### config.mk
export PLATFORM = sky130hd
export DESIGN_NAME = mem_arbiter
export DESIGN_NICKNAME = d
export VERILOG_FILES = /design/src/rtl/cpu_types_pkg.sv /design/src/rtl/mem_arbiter.sv
export SDC_FILE = /design/constraint.sdc
export NUM_CORES = 1
export LEC_CHECK = 0
export ABC_AREA = 1
export CORE_AREA = 2 2 104 106
export CTS_BUF_LIST = sky130_fd_sc_hd__clkbuf_8 sky130_fd_sc_hd__clkbuf_16
export CTS_CLUSTER_DIAMETER = 200
export CTS_CLUSTER_SIZE = 24
export DETAILED_ROUTE_END_ITERATION = 8
export DIE_AREA = 0 0 106 108
export SYNTH_ARGS = -nofsm -noshare
export SYNTH_HDL_FRONTEND = slang
export SYNTH_SLANG_ARGS = --single-unit
export TNS_END_PERCENT = 30
### constraint.sdc
create_clock -name CLK -period 2.3 [get_ports CLK]
set_input_delay 0.345 -clock CLK [delete_from_list [all_inputs] [get_ports CLK]]
set_output_delay 0.345 -clock CLK [all_outputs]
set_load 0.005 [all_outputs]
### src/rtl/cpu_types_pkg.sv
// cpu_types_pkg: shared CPU word, RAM status and memory-arbiter state types.
package cpu_types_pkg;
   typedef logic [31:0] word_t;
   typedef enum logic [1:0] {FREE = 2'd0, BUSY = 2'd1, ACCESS = 2'd2, ERROR = 2'd3} ramstate_t;
   typedef enum logic [1:0] {IDLE = 2'd0, GNT_I = 2'd1, GNT_D = 2'd2} arb_state_t;
endpackage

### src/rtl/mem_arbiter.sv
// mem_arbiter: single-port RAM arbiter, data priority with a bounded data streak
// so a pending instruction fetch is never starved.
module mem_arbiter
   import cpu_types_pkg::*;
#(
   parameter int MAX_DSTREAK = 4,
   parameter int ADDR_W = 32
) (
   input  logic              CLK,
   input  logic              nRST,
   input  logic              iREN,
   input  logic [ADDR_W-1:0] iaddr,
   output logic              iwait,
   output logic [ADDR_W-1:0] iload,
   input  logic              dREN,
   input  logic              dWEN,
   input  logic [ADDR_W-1:0] daddr,
   input  logic [ADDR_W-1:0] dstore,
   output logic              dwait,
   output logic [ADDR_W-1:0] dload,
   output logic              ramREN,
   output logic              ramWEN,
   output logic [ADDR_W-1:0] ramaddr,
   output logic [ADDR_W-1:0] ramstore,
   input  logic [ADDR_W-1:0] ramload,
   input  ramstate_t         ramstate,
   output logic              proto_err
);
   localparam logic [3:0] MAX_S = 4'(MAX_DSTREAK);
   arb_state_t state, state_n;
   logic [3:0] dstreak, dstreak_n;
   logic d_req, d_done, i_done;
   assign d_req = dREN | dWEN;
   assign d_done = (state == GNT_D) && (ramstate == ACCESS);
   assign i_done = (state == GNT_I) && (ramstate == ACCESS);
   assign iwait = iREN & ~i_done;
   assign dwait = d_req & ~d_done;
   assign iload = ramload;
   assign dload = ramload;
   // enables track the live request so a dropped request aborts in the same cycle
   always_comb begin
      ramREN = (state == GNT_I) ? iREN : (state == GNT_D) ? (dREN & ~dWEN) : 1'b0;
      ramWEN = (state == GNT_D) & dWEN;
      ramaddr = (state == GNT_I) ? iaddr : (state == GNT_D) ? daddr : '0;
      ramstore = (state == GNT_D) ? dstore : '0;
   end
   always_comb begin
      state_n = state;
      dstreak_n = dstreak;
      case (state)
         IDLE:
            if (d_req && (!iREN || dstreak < MAX_S)) state_n = GNT_D;
            else if (iREN) state_n = GNT_I;
         GNT_D:
            if (!d_req) state_n = IDLE;
            else if (ramstate == ACCESS) begin
               state_n = IDLE;
               dstreak_n = !iREN ? 4'd0 : (dstreak == MAX_S) ? dstreak : dstreak + 4'd1;
            end
         GNT_I:
            if (!iREN) state_n = IDLE;
            else if (ramstate == ACCESS) begin
               state_n = IDLE;
               dstreak_n = 4'd0;
            end
         default: state_n = IDLE;
      endcase
   end
   always_ff @(posedge CLK) begin
      if (!nRST) begin
         state <= IDLE;
         dstreak <= 4'd0;
         proto_err <= 1'b0;
      end else begin
         state <= state_n;
         dstreak <= dstreak_n;
         proto_err <= proto_err | (dREN & dWEN);
      end
   end
endmodule

==> results.json <==
{
  "status": "completed",
  "numCtsBuffers": 3,
  "synth-async-reset-ratio_pct": 0,
  "cts_tree": "built",
  "hold_path_startpoint": "proto_err",
  "die_w_um": 106,
  "clock_path_buffers": 2,
  "cap_viol_max_count": 0,
  "grtUsageTotal_pct": 11.3,
  "place_area_um2": 2940,
  "drcViolationCount": 0,
  "final_cell_area_um2": 2990,
  "yosysUniqueCellTypes": 22,
  "synth_common_cells": "buf_4 (64), inv_1 (46), nor2_1 (43)",
  "setup_viol": 0,
  "clk_latency_ps": 230,
  "routedWlPerCell_um": 14.6,
  "dp_cells": 489,
  "firstDrtPassIters": 4,
  "r2r_start": "state[1]",
  "crit_type": "reg2out",
  "holdBufCountCts": 0,
  "ys_seq_elements": 7,
  "yosysWarnings": 0,
  "fin_nets": 495,
  "place_congestion": 0.790,
  "cpPeakStageDelay_ps": 550,
  "syn_inst": 248,
  "finalCritPeriodShare_pct": 94.1,
  "dr_total_vias": 1921,
  "critPathTopFamily": "buffers and inverters",
  "synth-edff-count": 0,
  "hp-class": "reg2reg",
  "cts_sinks": 7,
  "grt_pass1_vias": 1849,
  "leakage_nw": 1.31,
  "post-route-min-period_ps": 2160,
  "start_kind": "flop",
  "ys_seq_area_share_pct": 9.16,
  "synth_flop_cell": "dfxtp_1",
  "rows": 37,
  "coreArea_um2": 10200,
  "slew_violations": 0,
  "grt_max_degree": 36,
  "p_total_mw": 0.938,
  "avgSynthCellArea_um2": 6.17,
  "start_util_pct": 15.0,
  "crit_buf_inv": 2,
  "syn_nets": 385,
  "drt_iter0_markers": 66,
  "path_cells": "nand2_4, buf_4, o31ai_1, clkdlybuf4s50_1",
  "power_density_nw_per_um2": 314,
  "grt_overflow": 0,
  "synth.most_common_cell": "buf_4",
  "tightestPinTransition_ps": 377,
  "maxClockFrequency_ghz": 0.462,
  "rsz0062_at_grt": "no",
  "max_slew_margin_pct": 74.9,
  "antenna_cells": 0,
  "cts_root_buf": "clkbuf_8",
  "die_h_um": 108,
  "syn2layout_area_growth_pct": 95.4,
  "cp-end-kind": "output pin",
  "cp_max_fo": 35,
  "drive_gt1_share_pct": 4.48,
  "hold_viol_final": 0,
  "reg2reg_to": "dstreak[3]",
  "syn-cell-area_um2": 1530,
  "port_buffers": 171,
  "arrival_ps": 1820,
  "path_clk_slew_ps": 40,
  "grt_pass1_wl_mm": 10.1,
  "holdPathStages": 2,
  "post-cts-setup-buffers": 0,
  "ir_drop_v": 0.000260,
  "drt-vias-per-instance": 3.90,
  "cts_resized": 0,
  "cp_slowest_cell": "clkdlybuf4s50_1",
  "reg2reg_slack_ps": 920,
  "io_pins": 268,
  "synth_largest_area_cell": "buf_4",
  "cp.required_ps": 1960,
  "tns_ps": 0,
  "yosys.area.top_type_share_pct": 31.4,
  "antenna_found_initial": 0,
  "dp_hpwl_mm": 6.15,
  "r2r_cells": 6,
  "synth_area_leaders": "buf_4 (31%), a22o_1 (18%), inv_1 (11%)",
  "worstHoldEndpoint": "proto_err",
  "ant_nets": 0,
  "die-area_um2": 11400,
  "cts_max_level": 1,
  "wl_mm": 7.20,
  "skew_ps": 1.45,
  "finalNonFillerCells": 493
}
cell usage in the layout (no fill, tap or decap), types with 2 or more instances in the layout:
master           count
a21oi_1              9
a22o_1              32
buf_4                7
clkbuf_8             3
clkdlybuf4s50_1    171
dfxtp_1              7
ha_1                 2
inv_1               47
nand2_1             15
nand3_1             10
nor2_1              43
layout make-up:
class,count,area (um^2)
Sequential cell,7,140
Clock buffer,3,41.3
Inverter,48,183
Tap cell,136,170
Fill cell,1109,7240
Clock inverter,1,3.75
Timing Repair Buffer,178,1760
Multi-Input combinational cell,120,688
power by group:
group	internal [mW]	switching, mW	total [mW]
logic	0.407	0.219	0.626
registers	0.130	0.00984	0.139
clock network	0.116	0.0572	0.173
worst max path at each step:
stage                startpoint          end  cells after the start
global route           state[1]       ramREN                      4
floorplan              state[0]  ramaddr[10]                      4
detailed placement  ramstate[0]        iwait                      6
CTS                    state[1]  ramaddr[26]                      5
finish                 state[1]       ramREN                      4
global placement    ramstate[0]        iwait                      6
logic make-up (layout without fill, tap and decap cells):
family | Yosys count | count (layout) | share of synthesized area, %
flip-flops | 7 | 7 | 9.16
AND/OR/NAND/NOR | 74 | 74 | 20.2
AO/OA/AOI/OAI | 44 | 44 | 23.1
buffers and inverters | 121 | 230 | 45.9
adder cells (fa/ha/maj) | 2 | 2 | 1.64
sequential cells by signal (all words and copies together), names as in the netlist:
register and count:
dstreak 4, state 2, proto_err 1
metrics by stage:
| stage | hold WS [ps] | worst slack, ps | utilization, % |
|---|---|---|---|
| after floorplan | 460 | 975 | - |
| after global placement | 464 | 173 | 28.8 |
| after detailed placement | 468 | 163 | 28.8 |
| after CTS | 476 | 75.1 | 29.2 |
| after global routing | 529 | 16.5 | 29.2 |
| final | 483 | 135 | 29.2 |
routing by layer:
layer  vias up  global-route usage [%]  wire length [um]
li1        934                       -                 -
met1       819                    11.3              2530
met2       151                    21.4              3610
met3        17                    4.16               868
met4         0                    4.14               189
met5         -                       0                 0
tightest hold or removal path, delay by kind of cell, from the launching register on:
family / cells / cell delay, ps
DFF: 1 / 330
AOI/OAI and AO/OA: 1 / 50
and+or+nand+nor: 1 / 70
Power figures use the tool's default switching activity.
